### config.mk
export PLATFORM = sky130hd
export DESIGN_NAME = jam_cost_server_flat
export DESIGN_NICKNAME = d
export VERILOG_FILES = /design/src/rtl/jam_cost_server_if.sv /design/src/rtl/jam_cost_server.sv /design/src/flat_wrapper.sv
export SDC_FILE = /design/constraint.sdc
export NUM_CORES = 1
export LEC_CHECK = 0
export CORE_ASPECT_RATIO = 2
export CORE_UTILIZATION = 45
export DETAILED_ROUTE_END_ITERATION = 8
export GPL_TIMING_DRIVEN = 0
export PLACE_DENSITY_LB_ADDON = 0.25
export SKIP_LAST_GASP = 1
export SLEW_MARGIN = 20
export SYNTH_ARGS = -nofsm -noshare
export SYNTH_HDL_FRONTEND = slang
export SYNTH_SLANG_ARGS = --single-unit
### constraint.sdc
create_clock -name CLK -period 3 [get_ports CLK]
set_input_delay 0.75 -clock CLK [delete_from_list [all_inputs] [get_ports CLK]]
set_output_delay 0.75 -clock CLK [all_outputs]
set_load 0.02 [all_outputs]
### src/rtl/jam_cost_server_if.sv
// Host/engine bus for jam_cost_server: serial table load, W/J lookup, result capture.
interface jam_cost_if #(
  parameter int COST_W = 7,
  parameter int SUM_W  = 10,
  parameter int CNT_W  = 4
);
  logic              reload;
  logic              wr_en;
  logic [COST_W-1:0] wr_data;
  logic              ready;
  logic [2:0]        W;
  logic [2:0]        J;
  logic [COST_W-1:0] Cost;
  logic              Valid;
  logic [SUM_W-1:0]  MinCost;
  logic [CNT_W-1:0]  MatchCount;
  logic              done;
  logic [SUM_W-1:0]  result_min;
  logic [CNT_W-1:0]  result_cnt;
  logic [15:0]       access_cnt;

  modport master (
    output reload, wr_en, wr_data, W, J, Valid, MinCost, MatchCount,
    input  ready, Cost, done, result_min, result_cnt, access_cnt
  );

  modport slave (
    input  reload, wr_en, wr_data, W, J, Valid, MinCost, MatchCount,
    output ready, Cost, done, result_min, result_cnt, access_cnt
  );
endinterface

### src/rtl/jam_cost_server.sv
// 8x8 cost table with serial load, registered 1-cycle lookup and one-shot result capture.
// Optional lookup counter enabled by defining JAM_ACCESS_CNT_EN.
module jam_cost_server #(
  parameter int COST_W = 7,
  parameter int SUM_W  = 10,
  parameter int CNT_W  = 4
) (
  input  logic     CLK,
  input  logic     RST,
  jam_cost_if.slave bus
);

  typedef enum logic [1:0] {
    LOAD,
    SERVE,
    CAPTURE
  } state_t;

  state_t            state;
  state_t            state_next;
  logic [5:0]        wr_addr;
  logic [COST_W-1:0] cost_mem [64];
  logic              load_wr;
  logic              capture;

  // reload wins over a same-cycle write, and a result is taken only once per load
  assign load_wr = (state == LOAD) && bus.wr_en && !bus.reload;
  assign capture = (state == SERVE) && bus.Valid && !bus.done && !bus.reload;
  assign bus.ready = (state != LOAD);

  always_ff @(posedge CLK) begin
    if (RST) begin
      state <= LOAD;
    end else begin
      state <= state_next;
    end
  end

  always_comb begin
    state_next = state;
    case (state)
      LOAD:    if (load_wr && (wr_addr == 6'd63)) state_next = SERVE;
      SERVE:   if (capture) state_next = CAPTURE;
      CAPTURE: state_next = SERVE;
      default: state_next = LOAD;
    endcase
    if (bus.reload) begin
      state_next = LOAD;
    end
  end

  always_ff @(posedge CLK) begin
    if (RST || bus.reload) begin
      wr_addr <= '0;
    end else if (load_wr) begin
      wr_addr <= (wr_addr == 6'd63) ? 6'd0 : wr_addr + 6'd1;
    end
  end

  // Table storage is deliberately unreset so it maps onto plain RAM
  always_ff @(posedge CLK) begin
    if (load_wr) begin
      cost_mem[wr_addr] <= bus.wr_data;
    end
  end

  always_ff @(posedge CLK) begin
    if (RST || bus.reload || (state == LOAD)) begin
      bus.Cost <= '0;
    end else begin
      bus.Cost <= cost_mem[{bus.W, bus.J}];
    end
  end

  always_ff @(posedge CLK) begin
    if (RST || bus.reload) begin
      bus.done       <= 1'b0;
      bus.result_min <= '0;
      bus.result_cnt <= '0;
    end else if (capture) begin
      bus.done       <= 1'b1;
      bus.result_min <= bus.MinCost;
      bus.result_cnt <= bus.MatchCount;
    end
  end

`ifdef JAM_ACCESS_CNT_EN
  logic [15:0] access_q;

  // Counts every serving cycle and sticks at full scale
  always_ff @(posedge CLK) begin
    if (RST || bus.reload) begin
      access_q <= '0;
    end else if ((state != LOAD) && (access_q != 16'hFFFF)) begin
      access_q <= access_q + 16'd1;
    end
  end

  assign bus.access_cnt = access_q;
`else
  assign bus.access_cnt = '0;
`endif

endmodule

### src/flat_wrapper.sv
// flat-port wrapper written by rule: the top's interface ports become plain ports
module jam_cost_server_flat 
#(
  parameter int COST_W = 7,
  parameter int SUM_W  = 10,
  parameter int CNT_W  = 4
)
  (CLK, RST, bus_reload, bus_wr_en, bus_wr_data, bus_W, bus_J, bus_Valid, bus_MinCost, bus_MatchCount, bus_ready, bus_Cost, bus_done, bus_result_min, bus_result_cnt, bus_access_cnt);
  jam_cost_if #(.COST_W(COST_W), .SUM_W(SUM_W), .CNT_W(CNT_W)) bus_i ();
  input  logic CLK;
  input  logic RST;
  input wire logic [$bits(bus_i.reload)-1:0] bus_reload;
  input wire logic [$bits(bus_i.wr_en)-1:0] bus_wr_en;
  input wire logic [$bits(bus_i.wr_data)-1:0] bus_wr_data;
  input wire logic [$bits(bus_i.W)-1:0] bus_W;
  input wire logic [$bits(bus_i.J)-1:0] bus_J;
  input wire logic [$bits(bus_i.Valid)-1:0] bus_Valid;
  input wire logic [$bits(bus_i.MinCost)-1:0] bus_MinCost;
  input wire logic [$bits(bus_i.MatchCount)-1:0] bus_MatchCount;
  output wire logic [$bits(bus_i.ready)-1:0] bus_ready;
  output wire logic [$bits(bus_i.Cost)-1:0] bus_Cost;
  output wire logic [$bits(bus_i.done)-1:0] bus_done;
  output wire logic [$bits(bus_i.result_min)-1:0] bus_result_min;
  output wire logic [$bits(bus_i.result_cnt)-1:0] bus_result_cnt;
  output wire logic [$bits(bus_i.access_cnt)-1:0] bus_access_cnt;
  assign bus_i.reload = bus_reload;
  assign bus_i.wr_en = bus_wr_en;
  assign bus_i.wr_data = bus_wr_data;
  assign bus_i.W = bus_W;
  assign bus_i.J = bus_J;
  assign bus_i.Valid = bus_Valid;
  assign bus_i.MinCost = bus_MinCost;
  assign bus_i.MatchCount = bus_MatchCount;
  assign bus_ready = bus_i.ready;
  assign bus_Cost = bus_i.Cost;
  assign bus_done = bus_i.done;
  assign bus_result_min = bus_i.result_min;
  assign bus_result_cnt = bus_i.result_cnt;
  assign bus_access_cnt = bus_i.access_cnt;
  jam_cost_server #(.COST_W(COST_W), .SUM_W(SUM_W), .CNT_W(CNT_W)) u_core (.CLK(CLK), .RST(RST), .bus(bus_i));
endmodule
==> run_summary.xml <==
<?xml version="1.0" encoding="UTF-8"?>
<metrics>
  <group name="cts">
    <metric name="h-tree-depth" unit="">2</metric>
    <metric name="worstSkewPairLatency" unit="ns">0.55</metric>
    <metric name="cts_buffer_depth" unit="">3</metric>
    <metric name="cts_root_buf" unit="">sky130_fd_sc_hd__clkbuf_16</metric>
    <metric name="sink_count" unit="">478</metric>
    <metric name="clk_pin_slew" unit="ns">0.06</metric>
    <metric name="cts-buffers-inserted" unit="">39</metric>
    <metric name="clock_tree_from_tritoncts" unit="">built</metric>
    <metric name="hold_buffers" unit="">0</metric>
  </group>
  <group name="outcome">
    <metric name="outcome" unit="">complete, but fails checks</metric>
    <metric name="violations" unit="">negative setup slack</metric>
  </group>
  <group name="worst_setup_path">
    <metric name="worst-endpoint-arrival" unit="ns">3.18</metric>
    <metric name="slowest_stage_cell_on_the_critical_path" unit="">sky130_fd_sc_hd__nor2_1</metric>
    <metric name="critPathRequiredTime" unit="ns">3.17</metric>
    <metric name="setup.worst_path.end_class" unit="">register</metric>
    <metric name="critical_path.max_stage_delay" unit="ns">0.80</metric>
    <metric name="worst-setup-path-type" unit="">input pin to register</metric>
    <metric name="worst_setup_start_kind" unit="">input pin</metric>
    <metric name="path_cells" unit="">clkdlybuf4s50_1, nor4b_4, nand3b_1, nor2_1</metric>
    <metric name="path_max_fanout" unit="">7</metric>
  </group>
  <group name="die">
    <metric name="floorplan.initialDensity" unit="">0.457</metric>
    <metric name="pin_count" unit="">71</metric>
    <metric name="fp.dieArea" unit="um2">42500</metric>
    <metric name="die_y" unit="um">290</metric>
    <metric name="std_cell_rows" unit="">105</metric>
    <metric name="die-width" unit="um">146</metric>
    <metric name="design.core.area" unit="um2">41000</metric>
  </group>
  <group name="sta">
    <metric name="fmax" unit="GHz">0.332</metric>
    <metric name="drv_slew" unit="">0</metric>
    <metric name="pin_slew_with_the_least_headroom_to_its_limit" unit="ns">0.964</metric>
    <metric name="timing.setup.tns" unit="ns">-0.0778</metric>
    <metric name="post-route-period-util" unit="">1.00</metric>
    <metric name="period_minus_ws_final" unit="ns">3.01</metric>
    <metric name="timing.max_slew.rel_slack" unit="">0.358</metric>
    <metric name="final-hold-violation-count" unit="">0</metric>
    <metric name="report.final.setup_viol" unit="">7</metric>
    <metric name="finalClockSkew" unit="ns">0.0176</metric>
    <metric name="rsz0062_at_grt" unit="">yes</metric>
    <metric name="fin_ws" unit="ns">-0.0134</metric>
    <metric name="fin_hold_ws" unit="ns">0.453</metric>
  </group>
  <group name="synth">
    <metric name="synthesis_stage_register_bit_count" unit="">478</metric>
    <metric name="postSynthAreaPerCell" unit="um2">19.5</metric>
    <metric name="netlist_area" unit="um2">18700</metric>
    <metric name="edff_count_synth" unit="">448</metric>
    <metric name="netlist-cell-type-count" unit="">54</metric>
    <metric name="synth_flop_cell" unit="">sky130_fd_sc_hd__edfxtp_1</metric>
    <metric name="largest_family_of_logic_cells_by_synthesized_area" unit="">multiplexers</metric>
    <metric name="synth.mux.area_fraction" unit="">0.152</metric>
    <metric name="synth-warning-count" unit="">0</metric>
    <metric name="syn-instance-count" unit="">960</metric>
    <metric name="yosysSeqAreaShare" unit="">0.751</metric>
    <metric name="arithmetic_cell_share_of_the_synthesized_area_counting_full_adders_half_adders_and_majority_gates" unit="">0.000669</metric>
    <metric name="synthArstFlopShare" unit="">0</metric>
    <metric name="synth_area_in_simple_gates" unit="">0.0477</metric>
    <metric name="synth-compound-area-share" unit="">0.0227</metric>
    <metric name="synthXorXnorAreaFrac" unit="">0.00187</metric>
  </group>
  <group name="routing">
    <metric name="drtPass1Iterations" unit="">5</metric>
    <metric name="ant_nets_after_route" unit="">0</metric>
    <metric name="vias" unit="">9351</metric>
    <metric name="post_drt_via_cell_ratio" unit="">5.72</metric>
    <metric name="route.final.wire_length" unit="um">45500</metric>
    <metric name="route.detailed.drc" unit="">0</metric>
    <metric name="post_drt_wl_per_cell" unit="um">27.8</metric>
    <metric name="detailedRoute.firstIterationViolations" unit="">846</metric>
  </group>
  <group name="global_route">
    <metric name="number_of_antenna_violations_at_the_first_check_in_global_routing" unit="">0</metric>
    <metric name="maximum_number_of_pins_on_one_net_before_global_route_repair" unit="">45</metric>
    <metric name="first_global_vias" unit="">9790</metric>
    <metric name="grt_remaining_overflow" unit="">0</metric>
    <metric name="grt_util_all_layers" unit="">0.221</metric>
    <metric name="wire_length_of_the_first_global_routing_pass" unit="um">66300</metric>
  </group>
  <group name="power_and_ir_drop">
    <metric name="power_density_normalized_to_cell_area" unit="nW/um2">619</metric>
    <metric name="clock_power_share" unit="">0.402</metric>
    <metric name="leakage" unit="nW">6.72</metric>
    <metric name="share_comb_of_total_power" unit="">0.051</metric>
    <metric name="internal_power" unit="mW">10.6</metric>
    <metric name="power.share.sequential" unit="">0.548</metric>
    <metric name="switching_power" unit="mW">2.73</metric>
    <metric name="worst_ir_drop_vdd" unit="mV">0.482</metric>
    <metric name="power.switching_fraction" unit="">0.206</metric>
  </group>
  <group name="placement">
    <metric name="finalWeightedCongestion" unit="">0.944</metric>
    <metric name="dpl_worst_slack" unit="ns">-0.649</metric>
    <metric name="buffer_ports.inserted" unit="">51</metric>
    <metric name="placed_area" unit="um2">20100</metric>
    <metric name="detailed_placement_wirelength_estimate" unit="um">32200</metric>
  </group>
  <group name="run">
    <metric name="drv_cap" unit="">0</metric>
  </group>
  <group name="layout">
    <metric name="finalCoreUtilization" unit="">0.524</metric>
    <metric name="final.fill_count" unit="">3288</metric>
    <metric name="finalNetCount" unit="">1107</metric>
    <metric name="area_growth_syn_to_layout" unit="%">14.8</metric>
    <metric name="antennaDiodeCount" unit="">0</metric>
    <metric name="layout-drive-gt1-share" unit="">0.251</metric>
    <metric name="final_instance_area" unit="um2">21500</metric>
  </group>
  <group name="hold_path">
    <metric name="timing.hold.worst.class" unit="">register to register</metric>
  </group>
</metrics>
[Yosys cell counts (2+ instances only)]
cell | n | area (um2)
sky130_fd_sc_hd__mux2_2 | 2 | 22.5
sky130_fd_sc_hd__or3b_2 | 2 | 17.5
sky130_fd_sc_hd__o21ai_0 | 10 | 50.1
sky130_fd_sc_hd__nor2_1 | 75 | 282
sky130_fd_sc_hd__edfxtp_1 | 448 | 13500
sky130_fd_sc_hd__mux4_2 | 112 | 2520
sky130_fd_sc_hd__o2111ai_1 | 2 | 17.5
sky130_fd_sc_hd__o221ai_1 | 4 | 35.0
sky130_fd_sc_hd__buf_2 | 12 | 60.1
sky130_fd_sc_hd__o21a_1 | 3 | 22.5
sky130_fd_sc_hd__nand4_1 | 6 | 37.5
sky130_fd_sc_hd__dfxtp_1 | 30 | 601
sky130_fd_sc_hd__a211o_1 | 2 | 17.5
sky130_fd_sc_hd__nand3b_1 | 4 | 30.0
sky130_fd_sc_hd__clkbuf_1 | 21 | 78.8
sky130_fd_sc_hd__nand2b_1 | 8 | 50.1
sky130_fd_sc_hd__inv_1 | 3 | 11.3
sky130_fd_sc_hd__nor2b_1 | 4 | 25.0
sky130_fd_sc_hd__buf_4 | 27 | 203
sky130_fd_sc_hd__buf_6 | 5 | 56.3
sky130_fd_sc_hd__nand3_1 | 12 | 60.1
sky130_fd_sc_hd__buf_1 | 2 | 7.51
sky130_fd_sc_hd__a21oi_1 | 19 | 95.1
sky130_fd_sc_hd__o22ai_1 | 10 | 62.6
sky130_fd_sc_hd__and2_0 | 2 | 12.5
sky130_fd_sc_hd__a31oi_1 | 2 | 12.5
sky130_fd_sc_hd__xor2_1 | 3 | 26.3
sky130_fd_sc_hd__nand2_1 | 60 | 225
sky130_fd_sc_hd__mux2i_1 | 30 | 300
sky130_fd_sc_hd__a22oi_1 | 6 | 45.0
sky130_fd_sc_hd__or3_1 | 3 | 18.8
sky130_fd_sc_hd__nor3_1 | 8 | 40.0
sky130_fd_sc_hd__and3_1 | 2 | 12.5
[final timing paths]
check / start / endpoint / slack (ns) / depth (start not counted)
max: bus_reload / u_core.cost_mem[51][0] / -0.01 / 4
min: u_core.bus.result_min[4] / u_core.bus.result_min[4] / 0.45 / 2
max reg2reg: u_core.state[1] / u_core.cost_mem[10][0] / 0.18 / 5
min reg2reg: u_core.bus.result_min[4] / u_core.bus.result_min[4] / 0.45 / 2
[routing by layer]
| metal | vias up | part of all wire | track usage |
|---|---|---|---|
| met1 | 4867 | 0.34 | 0.238 |
| met2 | 357 | 0.56 | 0.418 |
| met4 | 0 | 0.048 | 0.105 |
| li1 | 4045 | - | - |
| met3 | 82 | 0.048 | 0.0295 |
| met5 | - | 0 | 0 |
[worst max-delay path, delay by kind of cell]
family                 cells  cell delay [ns]
AND/OR/NAND/NOR            3             1.91
buffers and inverters      1             0.51
[cells by family (layout without fill, tap and decap cells)]
group | Yosys count | count (layout)
compound gates | 66 | 66
xor+xnor | 4 | 4
fa+ha+maj | 1 | 1
buf+inv | 72 | 198
flops | 478 | 478
mux | 144 | 144
other cells | 1 | 16
simple gates | 194 | 194
[power groups by stage]
stage               Combinational [mW]  Sequential, mW  Clock, mW
floorplan                        0.349            7.43          0
global placement                 0.650            7.45          0
detailed placement               0.680            7.43          0
CTS                              0.680            7.28       5.39
global route                     0.704            7.28       5.61
finish                           0.672            7.28       5.34
[cell type report]
cell class | instances | area, um2 | area share
repair buffers | 58 | 623 | 0.0290
plain buffers | 69 | 433 | 0.0202
clock buffers | 46 | 1040 | 0.0486
inverters | 3 | 11.3 | 0.000524
flip-flops and latches | 478 | 14100 | 0.654
well taps | 535 | 669 | 0.0312
multi-input cells | 425 | 4390 | 0.204
clock inverters | 22 | 264 | 0.0123
[state kept, by name (all words and copies together) (netlist names)]
| register | cells |
|---|---|
| u_core.bus.Cost | 7 |
| u_core.bus.done | 1 |
| u_core.bus.result_cnt | 4 |
| u_core.bus.result_min | 10 |
| u_core.cost_mem | 448 |
| u_core.state | 2 |
| u_core.wr_addr | 6 |
[cell usage in the layout, fill, tap and decap left out, types with 4 or more instances in the layout]
cell type                         Yosys  routed
sky130_fd_sc_hd__edfxtp_1           448     448
sky130_fd_sc_hd__mux4_2             112     112
sky130_fd_sc_hd__nand2_1             60      60
sky130_fd_sc_hd__clkdlybuf4s50_1      0      44
sky130_fd_sc_hd__clkbuf_16            0      41
sky130_fd_sc_hd__nor2_2               1      37
sky130_fd_sc_hd__nor2_1              75      37
sky130_fd_sc_hd__mux2i_1             30      30
sky130_fd_sc_hd__dfxtp_1             30      30
sky130_fd_sc_hd__buf_4               27      27
sky130_fd_sc_hd__clkbuf_1            21      26
sky130_fd_sc_hd__buf_2               12      19
sky130_fd_sc_hd__a21oi_1             19      19
sky130_fd_sc_hd__conb_1               1      16
sky130_fd_sc_hd__nand3_1             12      12
sky130_fd_sc_hd__o21ai_0             10      10
sky130_fd_sc_hd__o22ai_1             10      10
sky130_fd_sc_hd__nand2b_1             8       8
sky130_fd_sc_hd__buf_12               1       7
sky130_fd_sc_hd__clkinv_1             0       7
sky130_fd_sc_hd__nor3_1               8       6
sky130_fd_sc_hd__a22oi_1              6       6
sky130_fd_sc_hd__nand4_1              6       6
sky130_fd_sc_hd__bufinv_16            0       6
sky130_fd_sc_hd__buf_6                5       5
sky130_fd_sc_hd__clkinv_2             0       5
sky130_fd_sc_hd__nand3b_1             4       4
sky130_fd_sc_hd__o221ai_1             4       4
sky130_fd_sc_hd__nor2b_1              4       4
[metrics by stage]
| step | cells | power [mW] |
|---|---|---|
| 2_1_floorplan | 975 | 7.78 |
| 4_1_cts | 1636 | 13.4 |
| 5_1_grt | 1636 | 13.6 |
| 3_3_place_gp | 1561 | 8.10 |
| 3_5_place_dp | 1568 | 8.11 |
| 6_report | 1636 | 13.3 |
[repair_timing]
| action | in CTS | in global routing |
|---|---|---|
| endpoints found under the hold margin | 0 | 0 |
| endpoints found under the setup margin | 63 | 263 |
| gates resized for setup | 0 | 40 |
| buffers inserted | 0 | 0 |
(Power assumes the default switching activity.)
